--- config.mk ---
export PLATFORM = sky130hd
export DESIGN_NAME = alarm_bank
export DESIGN_NICKNAME = d
export VERILOG_FILES = /design/src/rtl/alarm_bank.sv
export SDC_FILE = /design/constraint.sdc
export NUM_CORES = 1
export LEC_CHECK = 0
export CAP_MARGIN = 20
export CELL_PAD_IN_SITES_DETAIL_PLACEMENT = 1
export CELL_PAD_IN_SITES_GLOBAL_PLACEMENT = 1
export CORE_MARGIN = 1.5
export CORE_UTILIZATION = 42
export CTS_BUF_LIST = sky130_fd_sc_hd__clkbuf_4 sky130_fd_sc_hd__clkbuf_8
export DETAILED_ROUTE_END_ITERATION = 10
export GPL_TIMING_DRIVEN = 0
export HOLD_SLACK_MARGIN = 0.08
export PLACE_DENSITY = 0.88
export SYNTH_ARGS = -nofsm -noshare
export SYNTH_HDL_FRONTEND = slang
export SYNTH_SLANG_ARGS = --single-unit
export TNS_END_PERCENT = 20
--- constraint.sdc ---
create_clock -name clk -period 3.2 [get_ports clk]
set_input_delay 0.8 -clock clk [delete_from_list [all_inputs] [get_ports clk]]
set_output_delay 0.8 -clock clk [all_outputs]
set_load 0.05 [all_outputs]
--- src/rtl/alarm_bank.sv ---
// Bank of BCD wall-clock alarm slots driving a single ring/snooze/idle controller.
// The lowest-numbered matching slot rings; snooze and ring timeouts count sec_tick pulses.
module alarm_bank #(
    parameter int NUM_ALARMS       = 4,
    parameter int SNOOZE_SEC       = 300,
    parameter int RING_TIMEOUT_SEC = 60,
    localparam int IDXW            = (NUM_ALARMS > 1) ? $clog2(NUM_ALARMS) : 1
) (
    input  logic                  clk,
    input  logic                  reset_n,
    input  logic                  sec_tick,
    input  logic [3:0]            hr_t,
    input  logic [3:0]            hr_o,
    input  logic [3:0]            min_t,
    input  logic [3:0]            min_o,
    input  logic [3:0]            sec_t,
    input  logic [3:0]            sec_o,
    input  logic                  wr_en,
    input  logic [IDXW-1:0]       wr_idx,
    input  logic [15:0]           wr_time,
    input  logic                  wr_arm,
    input  logic                  stop,
    input  logic                  snooze,
    output logic                  alarm_ring,
    output logic [IDXW-1:0]       ring_idx,
    output logic                  snoozing,
    output logic [NUM_ALARMS-1:0] armed_mask,
    output logic                  wr_err
);

    typedef enum logic [1:0] {
        IDLE   = 2'd0,
        RING   = 2'd1,
        SNOOZE = 2'd2
    } state_t;

    localparam logic [15:0] RING_LIM   = 16'(RING_TIMEOUT_SEC);
    localparam logic [15:0] SNOOZE_LIM = 16'(SNOOZE_SEC);

    state_t                state;
    state_t                state_next;
    logic [15:0]           cnt;
    logic [15:0]           cnt_next;
    logic [15:0]           cnt_inc;
    logic [IDXW-1:0]       ring_idx_next;
    logic [15:0]           slot_time [NUM_ALARMS];
    logic [NUM_ALARMS-1:0] armed;
    logic                  time_ok;
    logic                  wr_ok;
    logic                  slot_hit;
    logic                  trig;
    logic [IDXW-1:0]       win;
    logic [15:0]           cur_time;

    assign cur_time = {hr_t, hr_o, min_t, min_o};

    // Hours 00..23 and minutes 00..59 with every digit a legal BCD digit.
    always_comb begin
        time_ok = (wr_time[15:12] <= 4'd2) && (wr_time[11:8] <= 4'd9) &&
                  !((wr_time[15:12] == 4'd2) && (wr_time[11:8] > 4'd3)) &&
                  (wr_time[7:4] <= 4'd5) && (wr_time[3:0] <= 4'd9);
        wr_ok    = wr_en && time_ok && (32'(wr_idx) < NUM_ALARMS);
        slot_hit = wr_ok && (wr_idx == ring_idx);
    end

    // Descending scan so the lowest matching index is the last one written.
    always_comb begin
        trig = 1'b0;
        win  = '0;
        if (sec_tick && (sec_t == 4'd0) && (sec_o == 4'd0)) begin
            for (int i = NUM_ALARMS - 1; i >= 0; i--) begin
                if (armed[i] && (slot_time[i] == cur_time)) begin
                    trig = 1'b1;
                    win  = IDXW'(i);
                end
            end
        end
    end

    always_ff @(posedge clk or negedge reset_n) begin
        if (!reset_n) begin
            for (int i = 0; i < NUM_ALARMS; i++) slot_time[i] <= '0;
            armed  <= '0;
            wr_err <= 1'b0;
        end else begin
            for (int i = 0; i < NUM_ALARMS; i++) begin
                if (wr_ok && (wr_idx == IDXW'(i))) begin
                    slot_time[i] <= wr_time;
                    armed[i]     <= wr_arm;
                end
            end
            wr_err <= wr_en && !wr_ok;
        end
    end

    assign cnt_inc = (sec_tick && (cnt != 16'hFFFF)) ? cnt + 16'd1 : cnt;

    always_ff @(posedge clk or negedge reset_n) begin
        if (!reset_n) begin
            state    <= IDLE;
            cnt      <= '0;
            ring_idx <= '0;
        end else begin
            state    <= state_next;
            cnt      <= cnt_next;
            ring_idx <= ring_idx_next;
        end
    end

    // Every state change clears the seconds counter.
    always_comb begin
        state_next    = state;
        cnt_next      = '0;
        ring_idx_next = ring_idx;
        case (state)
            IDLE: begin
                if (trig) begin
                    state_next    = RING;
                    ring_idx_next = win;
                end
            end
            RING: begin
                if (slot_hit || stop)        state_next = IDLE;
                else if (snooze)             state_next = SNOOZE;
                else if (cnt_inc >= RING_LIM) state_next = IDLE;
                else                         cnt_next   = cnt_inc;
            end
            SNOOZE: begin
                if (slot_hit || stop)           state_next = IDLE;
                else if (cnt_inc >= SNOOZE_LIM) state_next = RING;
                else                            cnt_next   = cnt_inc;
            end
            default: state_next = IDLE;
        endcase
    end

    assign alarm_ring = (state == RING);
    assign snoozing   = (state == SNOOZE);
    assign armed_mask = armed;

endmodule

* Word-level counts from Yosys, hierarchy flattened *
Cells that the tools add are included.
Widths: inputs -> output; s select.

word-level totals
  flip-flop bits (word level) = 89
  input bits = 49
  logic and storage cells = 87

cells by class
  $add $sub $neg = 1
  $lt $le $gt $ge = 7
  eq/ne operators = 15
  muxes and demuxes = 24
  reductions and logical operators = 28

operator list
  operator               count
  $mux 16                6
  $eq 16x16->1           4
  $pmux 16 s2            1
  $mux 2                 11
  $logic_and 1x1->1      19
  $add 16x1->16 const B  1
  $ge 16x6->1 const B    1
  $ge 16x9->1 const B    1
  $ne 16x16->1 const B   1
  $le 4x4->1 const B     2
  $logic_not 4->1        2
  $eq 2x2->1 const B     3
  $pmux 2 s3             1
  $mux 1                 5
  $eq 2x1->1 const B     2
  $eq 4x2->1 const B     1
  $gt 4x2->1 const B     1
  $le 4x2->1 const B     1
  $le 4x3->1 const B     1
  $logic_not 2->1        2
  $ne 4x2->1 const B     1
  $ne 3x1->1 const B     1
  $reduce_and 3->1       1
  $eq 2x2->1             1
  4 further kinds        5

* Logic depth before layout (Yosys ltp) *
  depth in word-level cells = 11
  mapped depth = 9

* Worst setup path after synthesis *
No wires, ideal clock.

  path type = input to register
  start point = input sec_tick
  end point = register state[0]
  data arrival time = 2.962 ns
  data required time = 3.076 ns
  slack = 0.114 ns
  stages = 8
  path buffers = 0
  cell sequence = nand2_1 -> or4_1 -> a2111oi_2 -> a211oi_1 -> or4_4 -> nor4_4 -> nor4_1 -> a211o_1

on the way
  cells in the longest elaborated chain, start to end = 5

RTL lines
  item                                                 line    text
  start, declared                                      11      input logic sec_tick,
  $logic_and 1x1->1 (on tied branches)                 96, 70
  $mux 16 / $logic_and 1x1->1 (equally long branches)  96, 70
  $ge 16x6->1 (tied with other cells)                  125     else if (cnt_inc >= RING_LIM) state_next = IDLE;
  $ne 4x2->1 (no source line) (tied with other cells)  n/a
  $reduce_and 3->1 (no source line) *                  n/a
  end signal, assigned                                 104     state <= state_next;
  end, declared                                        40      state_t state;

Mark *: on every way between the ends. The rest lies on a longest branch, timed or not.
A chain may end at the register's enable or synchronous reset.

* Final worst setup path *
  start point = input wr_time[6]
  end point = register slot_time[28] (netlist bit)

on the way
  cells in the longest elaborated chain, start to end = 5

RTL lines
  item                           line  text
  start, declared                20    input logic [15:0] wr_time,
  $le 4x3->1                     61    (wr_time[7:4] <= 4'd5) && (wr_time[3:0] <= 4'd9);
  $logic_and 1x1->1              60    !((wr_time[15:12] == 4'd2) && (wr_time[11:8] > 4'd3)) &&
  $logic_and 1x1->1              61
  $logic_and 1x1->1              62    wr_ok = wr_en && time_ok && (32'(wr_idx) < NUM_ALARMS);
  $logic_and 1x1->1              87    if (wr_ok && (wr_idx == IDXW'(i))) begin
  end signal, assigned by index  88    slot_time[i] <= wr_time;
  end, declared                  46    logic [15:0] slot_time [NUM_ALARMS];

No other way between the ends.

==> impl_metrics.csv <==
group,metric,value,unit
floorplanning,rows,37,
yosys,syn_inst,394,
route,drtPass1Iterations,4,
timing,min_period,3.20,ns
timing,drv_slew,0,
global_route,grt_max_degree,62,
setup_path,slowest_delay,0.52,ns
placed_design,placed_cells,593,
route,first_iter_violations,147,
layout,n_antenna_cell,0,
setup_path,timing.critical_path.mode_cell,"nand2_2",
setup_path,crit_family,"buffers and inverters",
global_route,grt_pass1_vias,3919,
min_path,hp-class,"input port to async pin",
yosys,synth-simple-area-share,14.3,%
placed_design,gp_congestion,0.842,
placed_design,portBuffers,54,
global_route,grt_overflow,0,
floorplanning,die_area,11500,sq um
yosys,ys_seq_area_share,48.7,%
power_and_ir_drop,power.leakage,0.00250,uW
timing,worstMarginPinSlew,0.905,ns
power_and_ir_drop,power,2590,uW
timing,whs,0.353,ns
route,wl_per_cell,21.2,um
clock_tree,htree_levels,3,
timing,rsz0062_at_grt,"true",
setup_path,crit_required,3.45,ns
layout,fin_cells,618,
clock_tree,cts_tree,"yes",
timing,final.period_utilization,99.9,%
yosys,synth-main-ff-cell,"dfrtp_1",
route,vias,3501,
yosys,yosys_warnings,0,
power_and_ir_drop,max-vdd-ir-drop,0.301,mV
route,drc_errors,0,
setup_path,worstPathArrival,3.45,ns
clock_tree,cts.sinks,89,
yosys,synth-adder-area-share,1.37,%
timing,clock.fmax,313,MHz
floorplanning,die_h,107,um
layout,nets,531,
global_route,grtUsageTotal,24.5,%
yosys,synth-edff-count,0,
route,final_antenna_net_count,0,
floorplanning,dieWidth,107,um
layout,syn_to_final_growth,25.5,%
setup_path,end_kind,"flop",
clock_tree,cts-root-buf,"clkbuf_8",
yosys,synth_top_family_by_area,"multiplexers",
setup_path,cp.buffers_inverters,3,
yosys,ys_ff_latch,89,
power_and_ir_drop,p_per_area,452,nW/um^2
yosys,synth_area,4570,sq um
setup_path,path_class,"input port to flop",
layout,final_util,54.8,%
clock_tree,clk_pin_slew_worst_paths,0.09,ns
run,max_cap_viol_count,0,
clock_tree,numCtsBuffers,9,
global_route,antenna_found_initial,0,
floorplanning,ios,58,
yosys,ys_types,50,
yosys,yosys.area_share.xor_xnor,13.4,%
yosys,synth-async-reset-ratio,100,%
placed_design,dpl.hpwl,9.42,mm
clock_tree,clk-insertion-delay-late,0.38,ns
route,finalWirelength,13.1,mm
timing,worst_slack,0.00469,ns
timing,slew_headroom,39.1,%
global_route,grt_pass1_wl,21.1,mm
placed_design,post-place-ws,-1.37,ns
setup_path,start_kind,"input port",
clock_tree,cts_buffer_depth,2,
yosys,synth-compound-area-share,5.94,%
floorplanning,core-area,10500,sq um
run_status,outcome,"finished clean",
layout,drive_above_1_share,23.4,%
timing,hold_viol,0,
yosys,synthMuxAreaShare,14.7,%
timing,setup_viol,0,
setup_path,critPathMaxFanout,10,
route,via_per_inst,5.67,
setup_path,crit_path_cell_trace,"clkdlybuf4s50_1 -> a2111oi_4 -> nand2_2 -> nor2_1 -> nand2_2 -> nor3b_4 -> buf_4 -> clkbuf_4 -> mux2_2",
yosys,syn_area_per_cell,11.6,sq um
setup_path,worst_path_max_delay_cell,"clkdlybuf4s50_1",
floorplanning,initial_core_util,43.7,%
timing,fin_skew,0.0164,ns
[final timing paths]
path                                     startpoint                        end  slack [ns]  cells after the start
max                                      wr_time[6]  slot_time[28]$_DFFE_PN0P_       0.005                      9
min                                         reset_n           cnt[6]$_DFF_PN0_        0.35                      1
min in group clk           slot_time[7]$_DFFE_PN0P_   slot_time[7]$_DFFE_PN0P_        0.53                      1
min reg2reg                slot_time[7]$_DFFE_PN0P_   slot_time[7]$_DFFE_PN0P_        0.53                      1
max in group asynchronous                   reset_n  slot_time[42]$_DFFE_PN0P_        2.20                      2
max reg2reg                        cnt[0]$_DFF_PN0_       state[0]$_DFFE_PN0P_        0.04                     10
[registers in the layout, summed over array words and instances (netlist names)]
name	flops
wr_err	1
state	2
slot_time	64
ring_idx	2
cnt	16
armed_mask	4
[synthesized netlist by cell type (2+ instances only)]
| cell | n | share of area, % |
|---|---|---|
| mux2i_1 | 2 | 0.44 |
| a21oi_1 | 3 | 0.33 |
| nor2b_1 | 11 | 1.5 |
| xnor2_1 | 36 | 6.9 |
| a31oi_1 | 2 | 0.27 |
| nor3_1 | 2 | 0.22 |
| nand4_1 | 8 | 1.1 |
| inv_1 | 11 | 0.90 |
| and2_1 | 5 | 0.68 |
| nor2_1 | 17 | 1.4 |
| clkbuf_1 | 7 | 0.57 |
| o211ai_1 | 3 | 0.49 |
| nor4_1 | 19 | 2.6 |
| nand3_1 | 10 | 1.1 |
| o311ai_0 | 2 | 0.38 |
| xor2_1 | 34 | 6.5 |
| a2bb2oi_1 | 2 | 0.38 |
| ha_1 | 5 | 1.4 |
| nand2_1 | 23 | 1.9 |
| nand3b_1 | 3 | 0.49 |
| o21ai_0 | 7 | 0.77 |
| o31ai_1 | 2 | 0.33 |
| dfrtp_1 | 89 | 49 |
| or4_1 | 5 | 0.82 |
| o32a_1 | 2 | 0.44 |
| or3_1 | 2 | 0.27 |
| mux2_2 | 58 | 14 |
| nor3b_1 | 2 | 0.33 |
[power breakdown]
group / internal [uW] / switching, uW
Combinational: 209 / 259
Clock: 451 / 423
Sequential: 1190 / 57.6
[metal layers]
layer	wire length, um	vias up	global-route usage, %
li1	-	1568	-
met1	5510	1807	30.2
met2	6790	103	41.3
met3	535	23	5.21
met4	285	0	10.5
met5	0	-	0
[logic make-up after synthesis]
family,after synthesis
XOR/XNOR,70
buffers and inverters,18
multiplexers,60
flip-flops,89
AO/OA/AOI/OAI,36
other,1
AND/OR/NAND/NOR,115
adder cells (fa/ha/maj),5
[repair_timing]
| action | CTS | global route |
|---|---|---|
| pin swaps | 4 | 2 |
| setup endpoints to repair | 72 | 47 |
| buffers inserted | 4 | 5 |
| hold buffers | 0 | 0 |
| hold endpoints to repair | 0 | 0 |
| gates resized for setup | 22 | 11 |
| gates cloned | 0 | 0 |
[metrics by stage]
step	TNS (ns)	cell area (sq um)
after floorplan	0	4590
after global placement	-249.71	5300
after detailed placement	-66.75	5350
after CTS	-0.0404	5660
after global routing	-0.539	5730
final	0	5730
[cells in the final DEF (no fill, tap or decap), types with 3 or more instances in the layout]
cell type,count
dfrtp_1,86
o21ai_0,7
and2_1,5
nand2_2,4
o211ai_1,3
nand4_1,8
ha_1,4
nor2_1,17
clkdlybuf4s50_1,51
nor2b_1,11
xnor2_1,36
clkbuf_2,3
nor4_1,18
nand2_1,20
clkbuf_8,9
buf_4,12
mux2_2,58
inv_1,11
nand3b_1,3
xor2_1,34
clkbuf_1,3
conb_1,7
dfrtp_2,3
clkbuf_4,3
or4_1,4
nand3_1,10
[layout make-up]
class	instances	area [sq um]
sequential	89	2230
inverter	11	41.3
timing repair buffer	66	642
clock inverter	6	90.1
fill	1129	4730
buffer	7	36.3
multi-input combinational	293	2390
tap	136	170
clock buffer	10	131
No activity file was read; power rests on OpenSTA's default activity.
